### config.mk
export PLATFORM = sky130hd
export DESIGN_NAME = stopwatch_ctrl
export DESIGN_NICKNAME = d
export VERILOG_FILES = /design/src/rtl/stopwatch_pkg.sv /design/src/rtl/stopwatch_ctrl_btn_cond.sv /design/src/rtl/stopwatch_ctrl.sv
export SDC_FILE = /design/constraint.sdc
export NUM_CORES = 1
export LEC_CHECK = 0
export BUFFER_PORTS_ARGS = -buffer_cell sky130_fd_sc_hd__buf_2
export CAP_MARGIN = 20
export CORE_MARGIN = 5
export CORE_UTILIZATION = 56
export DETAILED_ROUTE_END_ITERATION = 10
export PLACE_DENSITY = 0.74
export RECOVER_POWER = 100
export REMOVE_ABC_BUFFERS = 1
export SYNTH_ARGS = -nofsm -noshare
export SYNTH_HDL_FRONTEND = slang
export SYNTH_SLANG_ARGS = --single-unit
export TNS_END_PERCENT = 100
### constraint.sdc
create_clock -name clk -period 2.9 [get_ports clk]
set_clock_uncertainty 0.05 [all_clocks]
set_input_delay 0.29 -clock clk [delete_from_list [all_inputs] [get_ports clk]]
set_output_delay 0.29 -clock clk [all_outputs]
set_load 0.005 [all_outputs]
### src/rtl/stopwatch_pkg.sv
// Shared types and constants for the stopwatch controller: FSM states, BCD digit
// geometry and the 4-digit BCD increment helper.
package stopwatch_pkg;

    localparam int DIGIT_W    = 4;
    localparam int BCD_MAX    = 9;
    localparam int NUM_DIGITS = 4;

    typedef enum logic [1:0] {
        IDLE = 2'd0,
        RUN  = 2'd1,
        STOP = 2'd2,
        LAP  = 2'd3
    } state_t;

    typedef logic [NUM_DIGITS-1:0][DIGIT_W-1:0] bcd_t;

    // Ripple a +1 through the digits; all-nines wraps to all-zeros.
    function automatic bcd_t bcd_inc(input bcd_t v);
        bcd_t r;
        logic c;
        r = v;
        c = 1'b1;
        for (int i = 0; i < NUM_DIGITS; i++) begin
            if (c) begin
                if (v[i] == DIGIT_W'(BCD_MAX)) begin
                    r[i] = '0;
                end else begin
                    r[i] = v[i] + 1'b1;
                    c    = 1'b0;
                end
            end
        end
        return r;
    endfunction

endpackage

### src/rtl/stopwatch_ctrl_btn_cond.sv
// Button conditioning: 2-FF synchronizer, optional debounce (STOPWATCH_DEBOUNCE_EN),
// rising-edge detector producing a one-cycle pulse.
module btn_cond #(
    parameter int DEBOUNCE_CYCLES = 1000000
) (
    input  logic clk,
    input  logic rst,
    input  logic btn,
    output logic pulse
);

    logic s1, s2, lvl, lvl_d;

    always_ff @(posedge clk or posedge rst) begin
        if (rst) begin
            s1 <= 1'b0;
            s2 <= 1'b0;
        end else begin
            s1 <= btn;
            s2 <= s1;
        end
    end

`ifdef STOPWATCH_DEBOUNCE_EN
    localparam int CW = $clog2(DEBOUNCE_CYCLES + 1);
    logic [CW-1:0] cnt;
    logic          stable;

    // Accept a new level only after it has disagreed with the accepted one long enough.
    always_ff @(posedge clk or posedge rst) begin
        if (rst) begin
            cnt    <= '0;
            stable <= 1'b0;
        end else if (s2 == stable) begin
            cnt <= '0;
        end else if (cnt == CW'(DEBOUNCE_CYCLES - 1)) begin
            stable <= s2;
            cnt    <= '0;
        end else begin
            cnt <= cnt + 1'b1;
        end
    end
    assign lvl = stable;
`else
    assign lvl = s2;
`endif

    always_ff @(posedge clk or posedge rst) begin
        if (rst) lvl_d <= 1'b0;
        else     lvl_d <= lvl;
    end

    assign pulse = lvl & ~lvl_d;

endmodule

### src/rtl/stopwatch_ctrl.sv
// Stopwatch controller: IDLE/RUN/STOP/LAP FSM, 0.01 s BCD counter with lap snapshot,
// and display scan strobe. Define STOPWATCH_DEBOUNCE_EN to debounce the buttons.
module stopwatch_ctrl
    import stopwatch_pkg::*;
#(
    parameter int CLK_PER_TICK    = 500000,
    parameter int CLK_PER_SCAN    = 50000,
    parameter int DEBOUNCE_CYCLES = 1000000
) (
    input  logic               clk,
    input  logic               rst,
    input  logic               btn_ss,
    input  logic               btn_lc,
    output logic [DIGIT_W-1:0] disp0,
    output logic [DIGIT_W-1:0] disp1,
    output logic [DIGIT_W-1:0] disp2,
    output logic [DIGIT_W-1:0] disp3,
    output logic               scan_en,
    output logic               running,
    output logic               lap_active
);

    localparam int TW = $clog2(CLK_PER_TICK);
    localparam int SW = $clog2(CLK_PER_SCAN);

    state_t          state, state_nx;
    logic            ss_p, lc_p, active, tick;
    logic [TW-1:0]   tick_cnt;
    logic [SW-1:0]   scan_cnt;
    bcd_t            bcd, snap, shown;

    btn_cond #(.DEBOUNCE_CYCLES(DEBOUNCE_CYCLES)) u_ss (
        .clk(clk), .rst(rst), .btn(btn_ss), .pulse(ss_p)
    );
    btn_cond #(.DEBOUNCE_CYCLES(DEBOUNCE_CYCLES)) u_lc (
        .clk(clk), .rst(rst), .btn(btn_lc), .pulse(lc_p)
    );

    // Start/stop wins over lap/clear when both arrive together.
    always_comb begin
        state_nx = state;
        case (state)
            IDLE:    if (ss_p) state_nx = RUN;
            RUN:     if (ss_p) state_nx = STOP; else if (lc_p) state_nx = LAP;
            LAP:     if (ss_p) state_nx = STOP; else if (lc_p) state_nx = RUN;
            STOP:    if (ss_p) state_nx = RUN;  else if (lc_p) state_nx = IDLE;
            default: state_nx = IDLE;
        endcase
    end

    assign active = (state == RUN) || (state == LAP);
    assign tick   = active && (tick_cnt == TW'(CLK_PER_TICK - 1));

    always_ff @(posedge clk or posedge rst) begin
        if (rst) state <= IDLE;
        else     state <= state_nx;
    end

    // Tick is judged on the current state, so one landing on an exit edge still counts.
    always_ff @(posedge clk or posedge rst) begin
        if (rst) begin
            bcd      <= '0;
            tick_cnt <= '0;
        end else if (state_nx == IDLE) begin
            bcd      <= '0;
            tick_cnt <= '0;
        end else begin
            if (tick)   bcd      <= bcd_inc(bcd);
            if (active) tick_cnt <= tick ? '0 : tick_cnt + 1'b1;
        end
    end

    always_ff @(posedge clk or posedge rst) begin
        if (rst)                                  snap <= '0;
        else if (state == RUN && state_nx == LAP) snap <= bcd;
    end

    always_ff @(posedge clk or posedge rst) begin
        if (rst) begin
            scan_cnt <= '0;
            scan_en  <= 1'b0;
        end else begin
            scan_en  <= (scan_cnt == SW'(CLK_PER_SCAN - 1));
            scan_cnt <= (scan_cnt == SW'(CLK_PER_SCAN - 1)) ? '0 : scan_cnt + 1'b1;
        end
    end

    assign shown      = (state == LAP) ? snap : bcd;
    assign disp0      = shown[0];
    assign disp1      = shown[1];
    assign disp2      = shown[2];
    assign disp3      = shown[3];
    assign running    = active;
    assign lap_active = (state == LAP);

endmodule

==> results.toml, run 1 <==
[worst_setup_path]
critPathBufInv = 1
worstSetupEndpoint = "bcd[12]"
regToRegSetupSlack_ns = 0.49
critPathCaptureType = "flip-flop"
crit_chain = "inv_1, ha_1, and3b_1, nand4_1, or4_1, a21oi_1"
start_kind = "flip-flop"
path_delay_family = "simple AND/OR/NAND/NOR gates"
slowest_delay_ns = 0.64
crit_type = "flip-flop to flip-flop"
crit_start = "bcd[1]"
rr_startpoint = "bcd[1]"
reg2reg_depth = 6
cp.required_ns = 3.12
reg2reg_to = "bcd[12]"
worstSetupPathDepth = 6
cp_max_fo = 13
worst_path_max_delay_cell = "or4_1"
cp.arrival_ns = 2.63

[layout]
area_growth_pct = 10.6
seqCellArea_um2 = 1900
final_cell_mix = "76 x dfrtp_1, 28 x mux2_2, 27 x a21oi_1, 24 x o21ai_0"
fillers = 588
design_area_um2 = 4370
drive_above_1_share_pct = 16.0
multi_input_area_um2 = 1920
layout_commonest_cell = "dfrtp_1"
utilization_pct = 63.9
nNetsFinal = 415
diodes = 0
finalNonFillerCells = 502

[yosys]
seq_area_frac_synth_pct = 48.2
synth_edf_count = 0
synth_warnings = 0
netlist.area_leader.share_pct = 48.2
synth_ff_type = "dfrtp_1"
synthDistinctLibCells = 49
synth_area_leaders = "dfrtp_1 48%, mux2_2 8.0%, or4_1 3.8%"
netlist_area_um2 = 3950
synthArstFlopShare_pct = 100
yosysTopAreaCell = "dfrtp_1"
netlist_instances = 375
synth.avg_cell_area_um2 = 10.5
ys_ff_latch = 76

[routing]
via_count = 3010
drtAntennaViolNets = 0
firstDrtPassIters = 4
first_iter_violations = 133
via_per_inst = 6.00
drc = 0
totalWireLength_um = 7810
wl_per_cell_um = 15.6

[die]
rows = 30
pin_count = 23
core_area_um2 = 6830
die_h_um = 94.0
initial_core_util_pct = 57.8
die_area_um2 = 8830
die_w_um = 94.0

[clock_tree]
cts_made_buffers = 9
clkSinkCount = 76
cts_tree = "built"
cts_resized = 0
h-tree-depth = 3
worstSkewPairLatency_ns = 0.35
clockBufferDepth = 2
cts_root_buffer = "clkbuf_8"
path_clk_slew_ns = 0.08

[place]
dp_cells = 483
gp_congestion = 0.832
numPortBuffers = 22
placed_cell_area_um2 = 4160
hpwlAfterDp_um = 5470

[sta]
tns_ns = 0
post-route-period-util_pct = 83.3
slew_violations = 0
max_slew_margin_pct = 39.2
finalHoldViolCount = 0
holdWs_ns = 0.309
setup_violations = 0
maxClockFrequency_ghz = 0.414
rsz0062_at_grt = "no"
tightest_slew_ns = 0.911
min_period_ns = 2.41

[global_routing]
grt_overflow = 0
grt_max_degree = 31
antenna_found_initial = 0
track_usage_pct = 19.4
grt_pass1_wl_um = 13600
grt_pass1_vias = 2873

[pwr]
clkPwrFrac_pct = 37.9
peakVddDrop_mv = 0.426
powerDensity_nw_per_um2 = 547
switchingPower_mw = 0.690
power_leakage_nw = 1.90
switching_share_pct = 28.9
internal_power_mw = 1.70
comb_power_share_pct = 13.9
seqPwrFrac_pct = 48.3

[hold_path]
worstHoldStart = "u_lc.s1"
hold_class = "flip-flop to flip-flop"

[run]
maxCapViolations = 0

[status]
outcome = "finished, final reports clean"
synth_stat cells, types with 5 or more instances:
cell type   n
xnor2_1     5
inv_1      10
clkbuf_1    8
and4_1      5
a21oi_1    27
ha_1       10
and3_1      6
xor2_1      9
nand2_1    20
nor3_1      9
nor2_1     13
o21ai_0    23
or3_1       8
o31ai_1    17
or4_1      20
nand4_1    10
mux2_2     28
dfrtp_1    76
and3b_1     5
nand3_1    16
nand2b_1    5
sequential cells by signal, summed over array words and instances (netlist names):
| name | cells |
|---|---|
| u_lc.lvl | 1 |
| u_lc.s1 | 1 |
| u_ss.lvl_d | 1 |
| tick_cnt | 19 |
| u_ss.lvl | 1 |
| u_lc.lvl_d | 1 |
| u_ss.s1 | 1 |
| snap | 16 |
| scan_en | 1 |
| scan_cnt | 16 |
| bcd | 16 |
| state | 2 |
routing by layer:
metal	global-route usage (%)	share of wire [%]	up-vias	wire length (µm)
li1	-	-	1462	-
met1	25.6	46	1482	3620
met2	31.9	49	54	3790
met3	3.29	3.4	12	265
met4	7.46	1.7	0	129
met5	0	0	-	0
power groups by stage:
stage	logic (mW)	clock network, mW	registers [mW]
3_3_place_gp	0.344	0	1.17
2_1_floorplan	0.218	0	1.16
6_report	0.331	0.905	1.15
3_5_place_dp	0.346	0	1.18
5_1_grt	0.370	0.971	1.17
4_1_cts	0.351	0.920	1.15
timing repair:
item	in CTS	in global routing
endpoints found under the hold margin	24	0
buffers inserted	0	0
hold buffers	3	0
cells by family (layout without fill, tap and decap cells):
family          after synthesis  after routing  share of synthesized area (%)
compound gates               79             79                           11.9
xor+xnor                     14             14                           3.11
mux                          31             31                           8.75
flops                        76             76                           48.2
fa+ha+maj                    10             10                           3.17
simple gates                138            138                           22.1
buf+inv                      27             58                           2.88
how the worst min path moves through the flow:
stage,end,cells past startpoint
2_1_floorplan,u_lc.s1,0
3_3_place_gp,u_ss.lvl,0
3_5_place_dp,u_lc.lvl,0
4_1_cts,u_lc.lvl,0
5_1_grt,u_lc.lvl,0
6_report,u_lc.lvl,0
metrics by stage:
stage | power [mW] | setup slack (ns)
4_1_cts | 2.42 | 0.637
3_5_place_dp | 1.52 | 0.688
2_1_floorplan | 1.38 | 0.622
5_1_grt | 2.51 | 0.258
6_report | 2.39 | 0.485
3_3_place_gp | 1.52 | 0.802
worst reg2reg max path: cells and delay by family, from the launching register on:
kind            cells  cell delay (ns)
buf+inv             1             0.09
flops               1             0.42
fa+ha+maj           1             0.15
simple gates        3             1.43
compound gates      1             0.18
area by class of cell:
cell class | instances | share of cell area [%]
multi-input cells | 272 | 44.0
inverters | 11 | 0.946
clock buffers | 9 | 2.84
flip-flops and latches | 76 | 43.6
clock inverters | 7 | 2.29
well taps | 96 | 2.75
repair buffers | 31 | 3.64
Note: power is estimated with default switching activity, not from simulation.
==> inputs of run 2 (changes only) <==
--- a/config.mk
+++ b/config.mk
@@ -8,9 +8,9 @@
 export BUFFER_PORTS_ARGS = -buffer_cell sky130_fd_sc_hd__buf_2
 export CAP_MARGIN = 20
 export CORE_MARGIN = 5
-export CORE_UTILIZATION = 56
+export CORE_UTILIZATION = 55
 export DETAILED_ROUTE_END_ITERATION = 10
-export PLACE_DENSITY = 0.74
+export PLACE_DENSITY = 0.76
 export RECOVER_POWER = 100
 export REMOVE_ABC_BUFFERS = 1
 export SYNTH_ARGS = -nofsm -noshare
==> constraint.sdc (replaced) <==
create_clock -name clk -period 2.1 [get_ports clk]
set_clock_uncertainty 0.05 [all_clocks]
set_input_delay 0.21 -clock clk [delete_from_list [all_inputs] [get_ports clk]]
set_output_delay 0.21 -clock clk [all_outputs]
set_load 0.005 [all_outputs]
==> results.toml, run 2 (synthesis gave the netlist of run 1 again) <==
[status]
outcome = "finished, final reports clean"

[worst_setup_path]
start_kind = "flip-flop"
crit_type = "flip-flop to flip-flop"
cp_max_fo = 14
regToRegSetupSlack_ns = 0.11
critPathCaptureType = "flip-flop"
critPathBufInv = 1
cp.required_ns = 2.33
slowest_delay_ns = 0.47
crit_chain = "ha_1, and4_2, o211ai_1, buf_4, or4_1, a21oi_1"
worst_path_max_delay_cell = "or4_1"
path_delay_family = "simple AND/OR/NAND/NOR gates"
cp.arrival_ns = 2.22

[sta]
tightest_slew_ns = 0.999
min_period_ns = 1.99
slew_violations = 0
max_slew_margin_pct = 33.4
finalHoldViolCount = 0
rsz0062_at_grt = "no"
tns_ns = 0
setup_violations = 0
layout_setup_ws_ns = 0.114
maxClockFrequency_ghz = 0.503
post-route-period-util_pct = 94.6

[global_routing]
grt-busiest-layer = "met2"
grt_use_met3_pct = 3.75
use_met1_pct = 29.5
grt_overflow = 0
grt_max_degree = 77
grt_pass1_wl_um = 14400
antenna_found_initial = 0
use_met2_pct = 30.4
track_usage_pct = 20.5
grt_pass1_vias = 2994

[place]
dp_cells = 498
gp_congestion = 0.875
numPortBuffers = 22
detailedPlace.worstSlack_ns = 0.0888
hpwlAfterDp_um = 5390

[routing]
via_count = 3097
wl_per_cell_um = 15.8
first_iter_violations = 214
totalWireLength_um = 8190
drtAntennaViolNets = 0
drc = 0
via_per_inst = 5.98
firstDrtPassIters = 4

[die]
die_h_um = 94.7
initial_core_util_pct = 57.2
die_area_um2 = 8970
pin_count = 23
rows = 30
die_w_um = 94.7
core_area_um2 = 6910

[layout]
drive_above_1_share_pct = 20.1
largest_reg_flops = 19
nNetsFinal = 431
utilization_pct = 66.1
diodes = 0
fillers = 552
final_cell_mix = "76 x dfrtp_1, 28 x mux2_2, 27 x a21oi_1, 23 x o21ai_0, 20 x or4_1"
regMostFlops = "tick_cnt"
layout_commonest_cell = "dfrtp_1"
finalNonFillerCells = 518
multi_input_area_um2 = 1950
area_growth_pct = 15.5
seqCellArea_um2 = 1900

[clock_tree]
h-tree-depth = 3
cts_made_buffers = 9
path_clk_slew_ns = 0.08
cts_tree = "built"
clockBufferDepth = 2
worstSkewPairLatency_ns = 0.36
clkSinkCount = 76
cts_root_buffer = "clkbuf_8"

[hold_path]
hold_class = "flip-flop to flip-flop"

[run]
maxCapViolations = 0

[pwr]
power_leakage_nw = 2.02
peakVddDrop_mv = 0.779
powerDensity_nw_per_um2 = 792
==> run 2: cell type report <==
class,instances,share of cell area (%)
Tap cell,96,2.63
Clock buffer,10,2.80
Clock inverter,6,2.99
Timing Repair Buffer,47,6.20
Multi-Input combinational cell,272,42.8
Inverter,11,0.933
Sequential cell,76,41.7
==> run 2: path summary, 6_finish.rpt <==
check                      cells past startpoint        start      endpoint
min in group asynchronous                      4          rst       u_lc.s1
hold reg to reg                                0      u_lc.s1      u_lc.lvl
setup / recovery                               6  tick_cnt[0]  tick_cnt[12]
max in group asynchronous                      4          rst       bcd[15]
setup reg to reg                               6  tick_cnt[0]  tick_cnt[12]
hold / removal                                 0      u_lc.s1      u_lc.lvl
==> run 2: metrics by stage <==
| step | power [mW] | instance area (µm²) | hold WS, ns |
|---|---|---|---|
| final | 3.61 | 4560 | 0.308 |
| after CTS | 3.65 | 4590 | 0.315 |
| after floorplan | 1.90 | 3880 | 0.191 |
| after detailed placement | 2.17 | 4290 | 0.274 |
| after global placement | 2.15 | 4290 | 0.269 |
| after global routing | 3.78 | 4560 | 0.329 |
==> run 2: metal layers <==
metal,up-vias,part of all wire (%)
met5,-,0
met4,0,1.3
met3,9,3.5
met2,57,48
met1,1540,47
li1,1491,-
==> run 2: repair_timing <==
item | 4_1_cts | 5_1_grt
endpoints found under the setup margin | 3 | 18
hold endpoints to repair | 78 | 0
pin swaps | 0 | 1
gates resized for setup | 1 | 4
gates cloned | 0 | 0
hold buffers | 3 | 0
buffers inserted | 0 | 1
==> run 2: report_power, final <==
part | internal, mW | total [mW] | switching, mW | leakage, nW
clock | 0.912 | 1.48 | 0.563 | 0.127
sequential | 1.51 | 1.58 | 0.0702 | 1.03
combinational | 0.212 | 0.553 | 0.341 | 0.862
